File: src/rtl/map_pkg.sv
// Geometry of the 160x90 map-index RAM, shared by the painter and the renderer.
package map_pkg;
  localparam int MAP_WIDTH  = 160;
  localparam int MAP_HEIGHT = 90;
  localparam int MAP_ADDR_W = 14;
  localparam int MAP_PIX_W  = 4;

  typedef enum logic [2:0] {
    ST_IDLE  = 3'd0,
    ST_SETUP = 3'd1,
    ST_PAINT = 3'd2,
    ST_CLEAR = 3'd3,
    ST_DONE  = 3'd4
  } painter_state_t;
endpackage

File: src/rtl/map_box_clip.sv
// Clips a square brush to the map, registering its bounds and first-row base address.
module map_box_clip
  import map_pkg::*;
#(
  parameter int WIDTH  = MAP_WIDTH,
  parameter int HEIGHT = MAP_HEIGHT,
  parameter int X_W    = 8,
  parameter int Y_W    = 7,
  parameter int R_W    = 3,
  parameter int ADDR_W = MAP_ADDR_W
) (
  input  logic              clk,
  input  logic              rst,
  input  logic              load_in,
  input  logic [X_W-1:0]    x_in,
  input  logic [Y_W-1:0]    y_in,
  input  logic [R_W-1:0]    r_in,
  output logic [X_W-1:0]    x0_out,
  output logic [X_W-1:0]    x1_out,
  output logic [Y_W-1:0]    y0_out,
  output logic [Y_W-1:0]    y1_out,
  output logic [ADDR_W-1:0] row_base_out,
  output logic              out_of_range_out
);
  logic [X_W:0]      x_hi_s;
  logic [Y_W:0]      y_hi_s;
  logic [X_W-1:0]    x0_s, x1_s, x0_d, x1_d, x0_q, x1_q;
  logic [Y_W-1:0]    y0_s, y1_s, y0_d, y1_d, y0_q, y1_q;
  logic [ADDR_W-1:0] row_base_d, row_base_q;

  // The centre check is needed in the same cycle the bounds are captured, so it stays combinational.
  assign out_of_range_out = ({1'b0, x_in} >= (X_W+1)'(WIDTH)) || ({1'b0, y_in} >= (Y_W+1)'(HEIGHT));

  always_comb begin
    x_hi_s = {1'b0, x_in} + (X_W+1)'(r_in);
    y_hi_s = {1'b0, y_in} + (Y_W+1)'(r_in);
    if ({1'b0, x_in} >= (X_W+1)'(r_in)) x0_s = x_in - X_W'(r_in);
    else                                x0_s = {X_W{1'b0}};
    if ({1'b0, y_in} >= (Y_W+1)'(r_in)) y0_s = y_in - Y_W'(r_in);
    else                                y0_s = {Y_W{1'b0}};
    if (x_hi_s > (X_W+1)'(WIDTH-1))  x1_s = X_W'(WIDTH-1);
    else                             x1_s = x_hi_s[X_W-1:0];
    if (y_hi_s > (Y_W+1)'(HEIGHT-1)) y1_s = Y_W'(HEIGHT-1);
    else                             y1_s = y_hi_s[Y_W-1:0];
    if (load_in) begin
      x0_d       = x0_s;
      x1_d       = x1_s;
      y0_d       = y0_s;
      y1_d       = y1_s;
      row_base_d = ADDR_W'(y0_s) * ADDR_W'(WIDTH);
    end else begin
      x0_d       = x0_q;
      x1_d       = x1_q;
      y0_d       = y0_q;
      y1_d       = y1_q;
      row_base_d = row_base_q;
    end
  end

  always_ff @(posedge clk) begin
    if (rst) begin
      x0_q       <= {X_W{1'b0}};
      x1_q       <= {X_W{1'b0}};
      y0_q       <= {Y_W{1'b0}};
      y1_q       <= {Y_W{1'b0}};
      row_base_q <= {ADDR_W{1'b0}};
    end else begin
      x0_q       <= x0_d;
      x1_q       <= x1_d;
      y0_q       <= y0_d;
      y1_q       <= y1_d;
      row_base_q <= row_base_d;
    end
  end

  assign x0_out       = x0_q;
  assign x1_out       = x1_q;
  assign y0_out       = y0_q;
  assign y1_out       = y1_q;
  assign row_base_out = row_base_q;
endmodule

File: src/rtl/map_painter.sv
// Write-side engine for the map-index RAM: clipped square-brush paints and whole-map
// clears, one write per clock on the RAM write port.
module map_painter
  import map_pkg::*;
#(
  parameter int WIDTH      = MAP_WIDTH,
  parameter int HEIGHT     = MAP_HEIGHT,
  parameter int MAX_RADIUS = 7,
  parameter int ADDR_W     = $clog2(WIDTH*HEIGHT),
  parameter int RAD_W      = $clog2(MAX_RADIUS+1)
) (
  input  logic                 pixel_clk_in,
  input  logic                 rst_in,
  input  logic                 req_valid_in,
  output logic                 req_ready_out,
  input  logic [7:0]           req_x_in,
  input  logic [6:0]           req_y_in,
  input  logic [RAD_W-1:0]     req_radius_in,
  input  logic [MAP_PIX_W-1:0] req_color_in,
  input  logic                 clear_in,
  input  logic [MAP_PIX_W-1:0] clear_color_in,
  output logic                 wr_en_out,
  output logic [ADDR_W-1:0]    wr_addr_out,
  output logic [MAP_PIX_W-1:0] wr_data_out,
  output logic                 busy_out,
  output logic                 done_out,
  output logic [ADDR_W-1:0]    count_out
);
  localparam int CELLS = WIDTH * HEIGHT;

  painter_state_t       state_q, state_d;
  logic [7:0]           x_q, x_d, col_q, col_d;
  logic [6:0]           y_q, y_d, row_q, row_d;
  logic [RAD_W-1:0]     r_q, r_d;
  logic [MAP_PIX_W-1:0] color_q, color_d, wr_data_q, wr_data_d;
  logic [ADDR_W-1:0]    row_off_q, row_off_d, cnt_q, cnt_d;
  logic [ADDR_W-1:0]    wr_addr_q, wr_addr_d, count_q, count_d;
  logic                 pend_q, pend_d, wr_en_q, wr_en_d;
  logic                 busy_q, busy_d, done_q, done_d;

  logic [7:0]           x0_s, x1_s;
  logic [6:0]           y0_s, y1_s;
  logic [ADDR_W-1:0]    row_base_s;
  logic                 oor_s, accept_s, clear_go_s, row_end_s, box_end_s, clear_end_s;

  map_box_clip #(
    .WIDTH (WIDTH), .HEIGHT(HEIGHT), .X_W(8), .Y_W(7), .R_W(RAD_W), .ADDR_W(ADDR_W)
  ) u_clip (
    .clk             (pixel_clk_in),
    .rst             (rst_in),
    .load_in         (state_q == ST_SETUP),
    .x_in            (x_q),
    .y_in            (y_q),
    .r_in            (r_q),
    .x0_out          (x0_s),
    .x1_out          (x1_s),
    .y0_out          (y0_s),
    .y1_out          (y1_s),
    .row_base_out    (row_base_s),
    .out_of_range_out(oor_s)
  );

  // A clear (fresh or pending) outranks a paint, so ready drops while one is waiting.
  assign req_ready_out = (state_q == ST_IDLE) && !clear_in && !pend_q;
  assign accept_s      = req_valid_in && req_ready_out;
  assign clear_go_s    = ((state_q == ST_IDLE) || (state_q == ST_DONE)) && (clear_in || pend_q);
  assign row_end_s     = (x0_s + col_q) == x1_s;
  assign box_end_s     = row_end_s && ((y0_s + row_q) == y1_s);
  assign clear_end_s   = cnt_q == ADDR_W'(CELLS-1);

  always_ff @(posedge pixel_clk_in) begin
    if (rst_in) state_q <= ST_IDLE;
    else        state_q <= state_d;
  end

  always_comb begin
    state_d = state_q;
    case (state_q)
      ST_IDLE: begin
        if (clear_go_s)    state_d = ST_CLEAR;
        else if (accept_s) state_d = ST_SETUP;
        else               state_d = ST_IDLE;
      end
      ST_SETUP: begin
        if (oor_s) state_d = ST_DONE;
        else       state_d = ST_PAINT;
      end
      ST_PAINT: begin
        if (box_end_s) state_d = ST_DONE;
        else           state_d = ST_PAINT;
      end
      ST_CLEAR: begin
        if (clear_end_s) state_d = ST_DONE;
        else             state_d = ST_CLEAR;
      end
      ST_DONE: begin
        if (clear_go_s) state_d = ST_CLEAR;
        else            state_d = ST_IDLE;
      end
      default: state_d = ST_IDLE;
    endcase
  end

  always_comb begin
    x_d = x_q;  y_d = y_q;  r_d = r_q;  color_d = color_q;
    col_d = col_q;  row_d = row_q;  row_off_d = row_off_q;  cnt_d = cnt_q;
    wr_en_d = 1'b0;  wr_addr_d = wr_addr_q;  wr_data_d = wr_data_q;
    done_d = 1'b0;  count_d = count_q;
    busy_d = (state_d != ST_IDLE);
    if (clear_go_s)                          pend_d = 1'b0;
    else if (clear_in && state_q != ST_IDLE) pend_d = 1'b1;
    else                                     pend_d = pend_q;
    case (state_q)
      ST_IDLE: begin
        if (clear_go_s) begin
          color_d = clear_color_in;
          cnt_d   = {ADDR_W{1'b0}};
        end else if (accept_s) begin
          x_d = req_x_in;  y_d = req_y_in;  r_d = req_radius_in;
          color_d = req_color_in;
          cnt_d   = {ADDR_W{1'b0}};
        end else begin
          cnt_d = cnt_q;
        end
      end
      ST_SETUP: begin
        col_d = 8'd0;  row_d = 7'd0;  row_off_d = {ADDR_W{1'b0}};
      end
      ST_PAINT: begin
        wr_en_d   = 1'b1;
        wr_addr_d = row_base_s + row_off_q + ADDR_W'(x0_s) + ADDR_W'(col_q);
        wr_data_d = color_q;
        cnt_d     = cnt_q + 1'b1;
        // Row advance is an add of WIDTH; the only multiply lives in the clip stage.
        if (row_end_s) begin
          col_d     = 8'd0;
          row_d     = row_q + 7'd1;
          row_off_d = row_off_q + ADDR_W'(WIDTH);
        end else begin
          col_d = col_q + 8'd1;
        end
      end
      ST_CLEAR: begin
        wr_en_d   = 1'b1;
        wr_addr_d = cnt_q;
        wr_data_d = color_q;
        cnt_d     = cnt_q + 1'b1;
      end
      ST_DONE: begin
        done_d  = 1'b1;
        count_d = cnt_q;
        if (clear_go_s) begin
          color_d = clear_color_in;
          cnt_d   = {ADDR_W{1'b0}};
        end else begin
          cnt_d = cnt_q;
        end
      end
      default: begin
        wr_en_d = 1'b0;
      end
    endcase
  end

  always_ff @(posedge pixel_clk_in) begin
    if (rst_in) begin
      x_q <= 8'd0;  y_q <= 7'd0;  r_q <= {RAD_W{1'b0}};  color_q <= {MAP_PIX_W{1'b0}};
      col_q <= 8'd0;  row_q <= 7'd0;  row_off_q <= {ADDR_W{1'b0}};  cnt_q <= {ADDR_W{1'b0}};
      pend_q <= 1'b0;  wr_en_q <= 1'b0;  wr_addr_q <= {ADDR_W{1'b0}};
      wr_data_q <= {MAP_PIX_W{1'b0}};  busy_q <= 1'b0;  done_q <= 1'b0;
      count_q <= {ADDR_W{1'b0}};
    end else begin
      x_q <= x_d;  y_q <= y_d;  r_q <= r_d;  color_q <= color_d;
      col_q <= col_d;  row_q <= row_d;  row_off_q <= row_off_d;  cnt_q <= cnt_d;
      pend_q <= pend_d;  wr_en_q <= wr_en_d;  wr_addr_q <= wr_addr_d;
      wr_data_q <= wr_data_d;  busy_q <= busy_d;  done_q <= done_d;
      count_q <= count_d;
    end
  end

  assign wr_en_out   = wr_en_q;
  assign wr_addr_out = wr_addr_q;
  assign wr_data_out = wr_data_q;
  assign busy_out    = busy_q;
  assign done_out    = done_q;
  assign count_out   = count_q;
endmodule

File: config.mk
export PLATFORM = sky130hd
export DESIGN_NAME = map_painter
export DESIGN_NICKNAME = d
export VERILOG_FILES = /design/src/rtl/map_pkg.sv /design/src/rtl/map_box_clip.sv /design/src/rtl/map_painter.sv
export SDC_FILE = /design/constraint.sdc
export NUM_CORES = 1
export LEC_CHECK = 0
export ABC_AREA = 1
export BUFFER_PORTS_ARGS = -buffer_cell sky130_fd_sc_hd__buf_2
export CORE_UTILIZATION = 40
export CTS_CLUSTER_SIZE = 28
export DETAILED_ROUTE_END_ITERATION = 12
export MAX_ROUTING_LAYER = met4
export SLEW_MARGIN = 20
export SYNTH_ARGS = -nofsm -noshare
export SYNTH_HDL_FRONTEND = slang
export SYNTH_SLANG_ARGS = --single-unit
File: constraint.sdc
create_clock -name pixel_clk_in -period 3 [get_ports pixel_clk_in]
set_input_delay 0.6 -clock pixel_clk_in [delete_from_list [all_inputs] [get_ports pixel_clk_in]]
set_output_delay 0.6 -clock pixel_clk_in [all_outputs]
set_load 0.005 [all_outputs]
* Word-level counts from Yosys, hierarchy flattened
Cells that the tools add are included. Widths: inputs -> output; s select.
Storage, ports and cells: flip-flop bits (word level) 143, bits of input ports 30, output and inout bits 36, word-level logic and storage cells 104
Cells by class: $add $sub $neg 13, multiply operators 1, magnitude comparators 6, equality and inequality tests 10, mux-type cells 28, bitwise logic cells 1, reductions and logical operators 24
Operators by type and width (count):
- $mux 14 | 4
- $pmux 14 s2 | 2
- $pmux 14 s3 | 1
- $add 14x8->14 | 2
- $mux 8 | 3
- $mux 7 | 3
- $pmux 8 s2 | 1
- $pmux 3 s5 | 1
- $add 14x1->14 const B | 1
- $add 14x14->14 | 1
- $add 14x8->14 const B | 1
- $eq 14x14->1 const B | 1
- $pmux 7 s2 | 1
- $mux 4 | 3
- $add 8x3->9 | 1
- $gt 9x8->1 const B | 1
- $mul 7x3->9 const B | 1
- $mux 3 | 3
- $reduce_and 3->1 | 3
- $reduce_bool 3->1 | 3
- $add 7x3->8 | 1
- $add 8x1->8 const B | 1
- $add 8x8->8 | 1
- $eq 8x8->1 | 1
- 26 further kinds | 42

* Logic depth before layout (Yosys ltp)
Gate-level depths: netlist of the first run.
depth in word-level cells 8, depth in mapped cells 19, depth with buffers taken out 18

* By module
Synthesis of the first run repeated with hierarchy kept, for this count alone.
Second synthesis, totals: cell total of the unflattened synthesis 1285, area, all modules 9334.0 um2
By module, submodules not included:
- map_painter | times used 1, cells each 901, area each 6516.2 um2, seq. area each 1981.9 um2
- map_box_clip | times used 1, cells each 384, area each 2817.7 um2, seq. area each 740.7 um2

* Least setup slack after synthesis of the first run
No wires, ideal clock.
path kind reg-to-reg, start point register r_q[2], end point register u_clip.row_base_q[12], in the netlist u_clip.row_base_out[12], setup time 0.127 ns, data arrival time 2.833 ns, data required time 2.873 ns, path slack 0.040 ns, stages on the path, launching flop included 19, buffers on the path 1, period minus slack after synthesis 2.960 ns, cell sequence dfxtp_1 > inv_1 > ha_1 > buf_2 > a21o_1 > a31oi_1 > nand4_1 > nand2_1 > inv_1 > ha_1 > ha_1 > inv_1 > fa_1 > inv_1 > nand2_1 > nand2_1 > a21oi_1 > xor2_1 > a21oi_1
On the way: longest elaborated chain between the ends 3, elaborated cells on any way between the ends 4, classes of those cells add/sub: 1; mul: 1; order compare: 1; mux: 1
RTL lines:
- start: declaration | RTL line map_painter.sv:34 | logic [RAD_W-1:0] r_q, r_d;
- start signal: assignment | RTL line map_painter.sv:167 | x_q <= 8'd0; y_q <= 7'd0; r_q <= {RAD_W{1'b0}}; color_q <= {MAP_PIX_W{1'b0}};
- start signal: assignment | RTL line map_painter.sv:173 | x_q <= x_d; y_q <= y_d; r_q <= r_d; color_q <= color_d;
- $sub 7x3->7 or $ge 7x3->1 (tied branches) | RTL line map_box_clip.sv:39 | if ({1'b0, y_in} >= (Y_W+1)'(r_in)) y0_s = y_in - Y_W'(r_in);
- $mux 7 (*) | RTL line map_box_clip.sv:39
- net u_clip.y0_s[3] | RTL line map_box_clip.sv:28 | logic [Y_W-1:0] y0_s, y1_s, y0_d, y1_d, y0_q, y1_q;
- $mul 7x3->9 (*) | RTL line map_box_clip.sv:50 | row_base_d = ADDR_W'(y0_s) * ADDR_W'(WIDTH);
- end signal: assignment | RTL line map_box_clip.sv:66 | row_base_q <= {ADDR_W{1'b0}};
- end signal: assignment | RTL line map_box_clip.sv:72 | row_base_q <= row_base_d;
- end: declaration | RTL line map_box_clip.sv:29 | logic [ADDR_W-1:0] row_base_d, row_base_q;
The timed path passes the listed nets; every way through them passes the cells marked *. A chain may end at the register's enable or synchronous reset.

* Final worst setup path of the first run
start point register y_q[2], end point register u_clip.row_base_q[10], in the netlist u_clip.row_base_out[10]
On the way: longest elaborated chain between the ends 3, elaborated cells on any way between the ends 4, classes of those cells add/sub: 1; mul: 1; order compare: 1; mux: 1
RTL lines:
- start: declaration | RTL line map_painter.sv:33 | logic [6:0] y_q, y_d, row_q, row_d;
- start signal: assignment | RTL line map_painter.sv:167
- start signal: assignment | RTL line map_painter.sv:173
- $sub 7x3->7 or $ge 7x3->1 (tied branches) | RTL line map_box_clip.sv:39
- $mux 7 (*) | RTL line map_box_clip.sv:39
- net u_clip.y0_s[3] | RTL line map_box_clip.sv:28
- $mul 7x3->9 (*) | RTL line map_box_clip.sv:50
Marked as above.

==> results of run 1 <==
-- tightest hold or removal path, cell delays in order --
cell	delay [ns]
buf_2	0.08
nor2_1	0.03
nor2_1	0.08
-- metrics by stage --
stage	area [sq um]	TNS [ns]
after floorplan	8280	0
after global placement	8970	0
after detailed placement	8970	-0.0208
after CTS	9600	0
after global routing	9800	-0.0924
final	9800	0
-- how the worst min path moves through the flow --
| stage | start | to | cells past startpoint |
|---|---|---|---|
| after floorplan | u_clip.row_base_out[11]$_SDFFE_PP0P_ | u_clip.row_base_out[11]$_SDFFE_PP0P_ | 2 |
| after global placement | y_q[0]$_SDFFE_PP0P_ | y_q[0]$_SDFFE_PP0P_ | 2 |
| after detailed placement | cnt_q[13]$_SDFFE_PP0P_ | cnt_q[13]$_SDFFE_PP0P_ | 2 |
| after CTS | req_y_in[1] | y_q[1]$_SDFFE_PP0P_ | 3 |
| after global routing | req_y_in[1] | y_q[1]$_SDFFE_PP0P_ | 3 |
| final | req_x_in[1] | x_q[1]$_SDFFE_PP0P_ | 3 |
-- power by group through the flow --
stage	combinational, uW	clock, uW	sequential [uW]
CTS	3220	2260	2420
floorplan	2340	0	2370
global route	4060	2340	2470
global placement	3170	0	2450
finish	3600	2230	2430
detailed placement	3190	0	2450
-- routing by layer --
layer / up-vias / wire (um)
met2: 136 / 9420
met4: 0 / 284
met1: 3396 / 10300
met3: 22 / 706
met5: - / 0
li1: 3912 / -
-- area by class of cell --
cell class                 count  area, sq um
clock inverter                14          186
fill                        2002        10400
timing repair buffer          93          539
sequential                   136         2730
tap                          270          338
clock buffer                  18          439
inverter                     141          532
multi-input combinational    835         5040
-- cell families after synthesis --
kind of cell    count (synthesis)
simple gates                  482
xor+xnor                       56
flops                         136
fa+ha+maj                      79
compound gates                218
buf+inv                       175
-- flip-flops by register name (all words and copies together), names as in the netlist, 3 cells and up --
register             flops
y_q                      7
wr_data_out              4
r_q                      3
x_q                      8
count_out               14
u_clip.x1_out            8
state_q                  3
cnt_q                   14
col_q                    8
wr_addr_out             14
u_clip.y0_out            7
u_clip.y1_out            7
row_off_q                9
u_clip.row_base_out      7
color_q                  4
u_clip.x0_out            8
row_q                    7
-- layout by cell type (no fill, tap or decap), types with 2 or more instances in the layout --
master      synthesis  layout
nor3b_1             2       2
a21oi_1            85      82
bufinv_16           0       3
o22ai_1             2       2
a21o_1              2       2
buf_4               2      27
xnor2_1            22      22
ha_1               65      57
nand2_2             2       4
a21oi_2             1       4
fa_1               14      12
nand2_4             2       2
nor2_4              5       6
a32o_1              5       5
a22o_1              4       4
nand3b_1            7       7
clkinvlp_4          0       2
nand3_1            65      64
inv_2               7      14
nor2_1            110     108
xor2_1             34      33
clkbuf_16           0      17
dfxtp_2             0       5
a31oi_1            17      16
nand2_1           248     246
nor2_2              2       3
dfxtp_1           136     131
ha_4                0       8
o21ai_0            87      85
o21ai_2             2       2
nor3_1             16      16
clkinv_4            0       4
o21ai_1             5       7
buf_2               4      65
nor3_2              3       3
inv_1             133     126
inv_6               0       4
nand4_1            12      12
fa_2                0       2
-- what timing repair did --
action | in CTS | in global routing
resized for setup | 1 | 39
setup endpoints to repair | 2 | 8
hold buffers | 0 | 0
buffers inserted | 0 | 5
pin swaps | 2 | 16
cloned | 0 | 0
==> impl_results.rst, run 1 <==
.. list-table::
   :header-rows: 1

   * - Metric
     - Value
   * - DR vias
     - 7466
   * - Number of failing setup endpoints in the final timing report
     - 0
   * - Routability congestion estimate
     - 0.844
   * - Count of flip-flops with a built-in enable after synthesis
     - 0
   * - Share of flip-flops with an asynchronous set or reset
     - 0
   * - R2R cell count
     - 14
   * - P&R area growth vs syn
     - 18.4%
   * - LEAKAGE
     - 0.00464 uW
   * - Portion of synthesized cell area occupied by the leading cell type
     - 0.329
   * - Prevailing post-synth register cell
     - dfxtp_1
   * - Initial antenna violation count
     - 0
   * - Count of inserted antenna diode cells
     - 0
   * - Startpoint of the worst register-to-register path
     - y_q[2]$_SDFFE_PP0P_
   * - Slowest-stage cell, CP
     - dfxtp_2
   * - Part of the total power dissipated in the clock network
     - 0.270
   * - Initial detailed-routing violation count
     - 441
   * - Die ar.
     - 21300 sq um
   * - Synthesized-area fraction occupied by and/or/nand/nor cells
     - 0.253
   * - Clock latency on the worst-skew pair
     - 0.43 ns
   * - Slew at the pin with the worst max-slew slack
     - 0.690 ns
   * - Number of nets with antenna violations after detailed routing
     - 0
   * - Synthesized area per cell
     - 7.22 sq um
   * - Master cell of the clock root buffer
     - clkbuf_16
   * - Number of cells in the finished layout apart from fillers
     - 1507
   * - Total stage count of the critical path
     - 14
   * - Maximum resistive drop on vdd
     - 432 uV
   * - Power per Cell Area
     - 843 nW/um^2
   * - Class of the worst hold path
     - in2reg
   * - Proportion of power drawn by flip-flops and latches
     - 0.294
   * - Final period demand of the worst path
     - 2.87 ns
   * - Post-synth top area cell
     - dfxtp_1
   * - Cell chain of the critical path
     - ha_4 > a21o_1 > a31oi_4 > nand4_1 > nand2_1 > inv_2 > ha_4 > ha_4 > inv_2 > fa_2 > inv_2 > nand2_2 > buf_4 > a32o_1
   * - GR Layer Usage met3
     - 0.0279
   * - Number of buffers created by CTS
     - 17
   * - Largest driver fanout on the critical path
     - 6
   * - Max Clk Rate
     - 349 MHz
   * - Internal power of the cells
     - 4900 uW
   * - Hold_ws
     - 0.400 ns
   * - Largest delay share family, worst path
     - adder cells
   * - Kind of capture point of the worst setup path
     - flip-flop
   * - CP Data Required Time
     - 3.31 ns
   * - Final Hold Viols
     - 0
   * - Final Cycle Share
     - 0.955
   * - HPWL reported at the end of detailed placement
     - 15400 um
   * - Met1 capacity usage during global routing
     - 0.279
   * - Fraction of power consumed by combinational cells
     - 0.436
   * - Core area
     - 20200 sq um
   * - Met2 Use GR
     - 0.318
   * - Adder-cell area share of the yosys netlist
     - 0.132
   * - Multiplexer share of the synthesized area
     - 0
   * - Maximum number of pins on one net before global-route repair
     - 31
   * - Layout Skew
     - 0.0102 ns
   * - Longest Clk Path Bufs
     - 2
   * - Net total in the final layout
     - 1333
   * - Clock-pin slew reported for the worst setup and hold paths after clock tree synthesis
     - 0.06 ns
   * - Busiest layer in global routing
     - met2
   * - Net Switching
     - 3360 uW
   * - Slowest Stage Delay on Critical Path
     - 0.35 ns
   * - Dominant combinational cell family by area after synthesis
     - simple AND/OR/NAND/NOR gates
   * - Most frequent cell after synthesis
     - nand2_1
   * - Netlist area before placement
     - 8280 sq um
   * - Worst reg2reg path endpoint
     - u_clip.row_base_out[10]$_SDFFE_PP0P_
   * - Post-synthesis sequential area ratio
     - 0.329
   * - PnR worst setup slack
     - 0.135 ns
   * - Number of placement rows
     - 52
   * - Number of H-tree levels
     - 4
   * - Pre-CTS setup slack
     - -0.0208 ns
   * - Fraction of final layout cells sized beyond drive strength 1
     - 0.151
   * - Final core utilization
     - 0.484
   * - Wire per inst
     - 13.8 um
   * - Combined global-route utilization of all metal layers
     - 0.206
   * - Grt ovf
     - 0
   * - Critical path class
     - reg2reg
   * - Die outline width
     - 146 um
   * - Worst setup slack for register-to-register paths
     - 0.13 ns
   * - Crit path launch type
     - flip-flop
   * - Maximum capacitance violations
     - 0
   * - First-pass GRT wire length
     - 34200 um
   * - Relative slew slack
     - 0.539
   * - Placed Instances
     - 1470
   * - Cells taking the most area after synthesis
     - dfxtp_1, nand2_1, ha_1, inv_1, o21ai_0
   * - DR DRC count
     - 0
   * - Cell count after synthesis
     - 1146
   * - Parity-gate share of the synthesized area counting xor and xnor cells
     - 0.0593
   * - Sink count of the clock tree
     - 136
   * - Arrival time at the worst endpoint
     - 3.18 ns
   * - CTS tree
     - done
   * - Leading post-synthesis cells by instance count
     - nand2_1, dfxtp_1, inv_1
   * - Die boundary height
     - 146 um
   * - Number of flip-flops and latches in the synthesized netlist
     - 136
   * - Detailed-router iteration count before antenna repair
     - 5
   * - Average via count per standard cell
     - 4.95
   * - Synth Area in Compound Gates
     - 0.144
   * - Outcome
     - complete, no violations
   * - Critical path buffers and inverters
     - 4
   * - Switching part of the total
     - 0.407
   * - Yosys synthesis warning count
     - 0
   * - Initial Util
     - 0.409
   * - Max Transition Viols Final
     - 0
   * - I/O Pins
     - 66
   * - Launching element of the worst setup path
     - y_q[2]$_SDFFE_PP0P_
   * - Post-Syn Nets
     - 1255
   * - Number of global-route vias before repair
     - 6870
   * - IO Port Bufs
     - 65
   * - Worst setup endpoint
     - u_clip.row_base_out[10]$_SDFFE_PP0P_
   * - Count of unique library cells instantiated by Yosys
     - 50
   * - Routed Wire Length
     - 20700 um
   * - Power Total
     - 8260 uW
Power figures use the tool's default switching activity.
==> run 2: changes to the inputs <==
Settings changed: RECOVER_POWER set to 25.
==> run 2 against run 1 <==
  * The flow now finishes with violations (max-capacitance violations, max-slew violations)
  * Register-to-register slack is essentially flat
  * Maximum frequency is essentially flat
  * Clock skew is essentially flat
  * Count of clock-buffer cells in the layout is the same
  * Global-route usage is the same
  * Core utilization shrank 0.11 points
  * Largest cell class unchanged
==> impl_results.rst, run 2 (same netlist as run 1, synthesis figures left out) <==
.. list-table::
   :header-rows: 1

   * - Metric
     - Value
   * - DR DRC count
     - 0 (unchanged)
   * - Power Total
     - 8250 uW (-0.14%)
   * - Initial detailed-routing violation count
     - 441 (unchanged)
   * - Count of inserted antenna diode cells
     - 0 (unchanged)
   * - Number of H-tree levels
     - 4 (unchanged)
   * - Arrival time at the worst endpoint
     - 3.18 ns (about the same)
   * - DR vias
     - 7456 (-0.13%)
   * - Initial Util
     - 0.409 (unchanged)
   * - Most common cell after layout, fill and taps aside
     - nand2_1
   * - Clock-pin slew reported for the worst setup and hold paths after clock tree synthesis
     - 0.06 ns (about the same)
   * - Die ar.
     - 21300 sq um (unchanged)
   * - Outcome
     - finished, violations left
   * - Combined global-route utilization of all metal layers
     - 0.206 (unchanged)
   * - Longest Clk Path Bufs
     - 2 (unchanged)
   * - P&R area growth vs syn
     - 18.1%
   * - Kind of capture point of the worst setup path
     - flip-flop
   * - Routability congestion estimate
     - 0.844 (unchanged)
   * - Number of global-route vias before repair
     - 6870 (unchanged)
   * - Number of nets with antenna violations after detailed routing
     - 0 (unchanged)
   * - Final Hold Viols
     - 0 (unchanged)
   * - Maximum number of pins on one net before global-route repair
     - 31 (unchanged)
   * - Maximum capacitance violations
     - 1 (+1)
   * - Internal power of the cells
     - 4890 uW (-0.19%)
   * - First-pass GRT wire length
     - 34200 um (unchanged)
   * - I/O Pins
     - 66 (unchanged)
   * - Slew at the pin with the worst max-slew slack
     - 1.51 ns (+0.818 ns)
   * - Failing checks
     - max-capacitance violations, max-slew violations
   * - Class of the worst hold path
     - in2reg
   * - Number of placement rows
     - 52 (unchanged)
   * - Die boundary height
     - 146 um (unchanged)
   * - Max Transition Viols Final
     - 27 (+27)
   * - Relative slew slack
     - -0.00474 (-0.543)
   * - Final period demand of the worst path
     - 2.86 ns (-0.00210 ns)
   * - Layout Skew
     - 0.0102 ns (+0.0000117 ns)
   * - Initial antenna violation count
     - 0 (unchanged)
   * - Number of failing setup endpoints in the final timing report
     - 0 (unchanged)
   * - Part of the total power dissipated in the clock network
     - 0.270 (about the same)
   * - Number of buffers created by CTS
     - 17 (unchanged)
   * - Fraction of final layout cells sized beyond drive strength 1
     - 0.141 (-0.00970)
   * - Core area
     - 20200 sq um (unchanged)
   * - Final Cycle Share
     - 0.954 (about the same)
   * - Net Switching
     - 3360 uW (about the same)
   * - Sink count of the clock tree
     - 136 (unchanged)
   * - Switching part of the total
     - 0.407 (about the same)
   * - LEAKAGE
     - 0.00459 uW (-1.0%)
   * - Hold_ws
     - 0.401 ns (+0.000428 ns)
   * - Maximum resistive drop on vdd
     - 431 uV (-0.40%)
   * - HPWL reported at the end of detailed placement
     - 15400 um (unchanged)
   * - Crit path launch type
     - flip-flop
   * - CTS tree
     - done
   * - Routed Wire Length
     - 20700 um (-0.13%)
   * - Highest-count cells in the layout ignoring fill and taps
     - nand2_1, dfxtp_1, inv_1
   * - Die outline width
     - 146 um (unchanged)
   * - Clock latency on the worst-skew pair
     - 0.43 ns (about the same)
   * - Proportion of power drawn by flip-flops and latches
     - 0.294 (about the same)
   * - Grt ovf
     - 0 (unchanged)
   * - Wire per inst
     - 13.7 um (-0.13%)
   * - CP Data Required Time
     - 3.31 ns (about the same)
   * - IO Port Bufs
     - 65 (unchanged)
   * - Critical path class
     - reg2reg
   * - Largest driver fanout on the critical path
     - 6 (unchanged)
   * - Detailed-router iteration count before antenna repair
     - 5 (unchanged)
   * - Worst setup slack for register-to-register paths
     - 0.14 ns (about the same)
   * - Layout filler cell count
     - 2014 (+0.60%)
   * - Average via count per standard cell
     - 4.95 (-0.13%)
   * - Fraction of power consumed by combinational cells
     - 0.436 (about the same)
   * - Max Clk Rate
     - 349 MHz (about the same)
   * - Master cell of the clock root buffer
     - clkbuf_16
   * - Power per Cell Area
     - 844 nW/um^2 (about the same)
   * - Net total in the final layout
     - 1333 (unchanged)
## run 2: changes by cell type in the layout (fill, tap and decap cells not counted)
cell      change
buf_1         +1
buf_2        -10
buf_4         -3
clkbuf_1     +11
clkbuf_2      +1
## run 2: per-stage QoR
stage / cells / setup slack, ns / utilization / area, sq um / TNS (ns)
finish: 1507 / 0.137 / 0.483 / 9780 / 0
global route: 1507 / -0.0419 / 0.483 / 9780 / -0.0924
CTS: 1502 / 0.00375 / 0.474 / 9600 / 0
detailed placement: 1470 / -0.0208 / 0.443 / 8970 / -0.0208
global placement: 1470 / 0.0298 / 0.443 / 8970 / 0
floorplan: 1146 / 0.0400 / - / 8280 / 0
## run 2: worst max-delay path: stages, from the launching register on
cell     delay, ns
dfxtp_2       0.35
ha_4          0.25
a21o_1        0.21
a31oi_4       0.16
nand4_1       0.26
nand2_1       0.21
inv_2         0.08
ha_4          0.27
ha_4          0.12
inv_2         0.04
fa_2          0.34
inv_2         0.06
nand2_2       0.05
buf_4         0.12
a32o_1        0.23
## run 2: power by group through the flow
stage,registers (uW),clock network [uW],logic (uW)
3_3_place_gp,2450,0,3170
4_1_cts,2420,2260,3220
5_1_grt,2470,2340,4060
2_1_floorplan,2370,0,2340
6_report,2430,2230,3600
3_5_place_dp,2450,0,3190
## run 2: final timing paths
check                                start  depth (start not counted)                              endpoint
max reg2reg            y_q[2]$_SDFFE_PP0P_                         14  u_clip.row_base_out[10]$_SDFFE_PP0P_
min reg2reg  u_clip.y1_out[1]$_SDFFE_PP0P_                          2         u_clip.y1_out[1]$_SDFFE_PP0P_
max                    y_q[2]$_SDFFE_PP0P_                         14  u_clip.row_base_out[10]$_SDFFE_PP0P_
min                            req_y_in[6]                          3                   y_q[6]$_SDFFE_PP0P_
## run 2: layout make-up
cell class,count,area (sq um),area share
timing repair buffer,93,517,0.0528
clock buffer,18,439,0.0449
inverter,141,532,0.0544
sequential,136,2730,0.279
clock inverter,14,186,0.0191
tap,270,338,0.0345
multi-input combinational,835,5040,0.515
## run 2: layer usage
layer	wire [um]	vias to the layer above	part of all wire	GRT usage
li1	-	3911	-	-
met1	10300	3375	0.50	0.279
met2	9420	152	0.46	0.318
met3	736	18	0.036	0.0279
met4	252	0	0.012	0.0621
met5	0	-	0	-
## run 2: repair_timing
item | CTS | global route
buffers inserted | 0 | 5
resized for setup | 1 | 39
hold buffers | 0 | 0
cloned | 0 | 0
hold endpoints to repair | 0 | 0
pin swaps | 2 | 16
setup endpoints to repair | 2 | 8
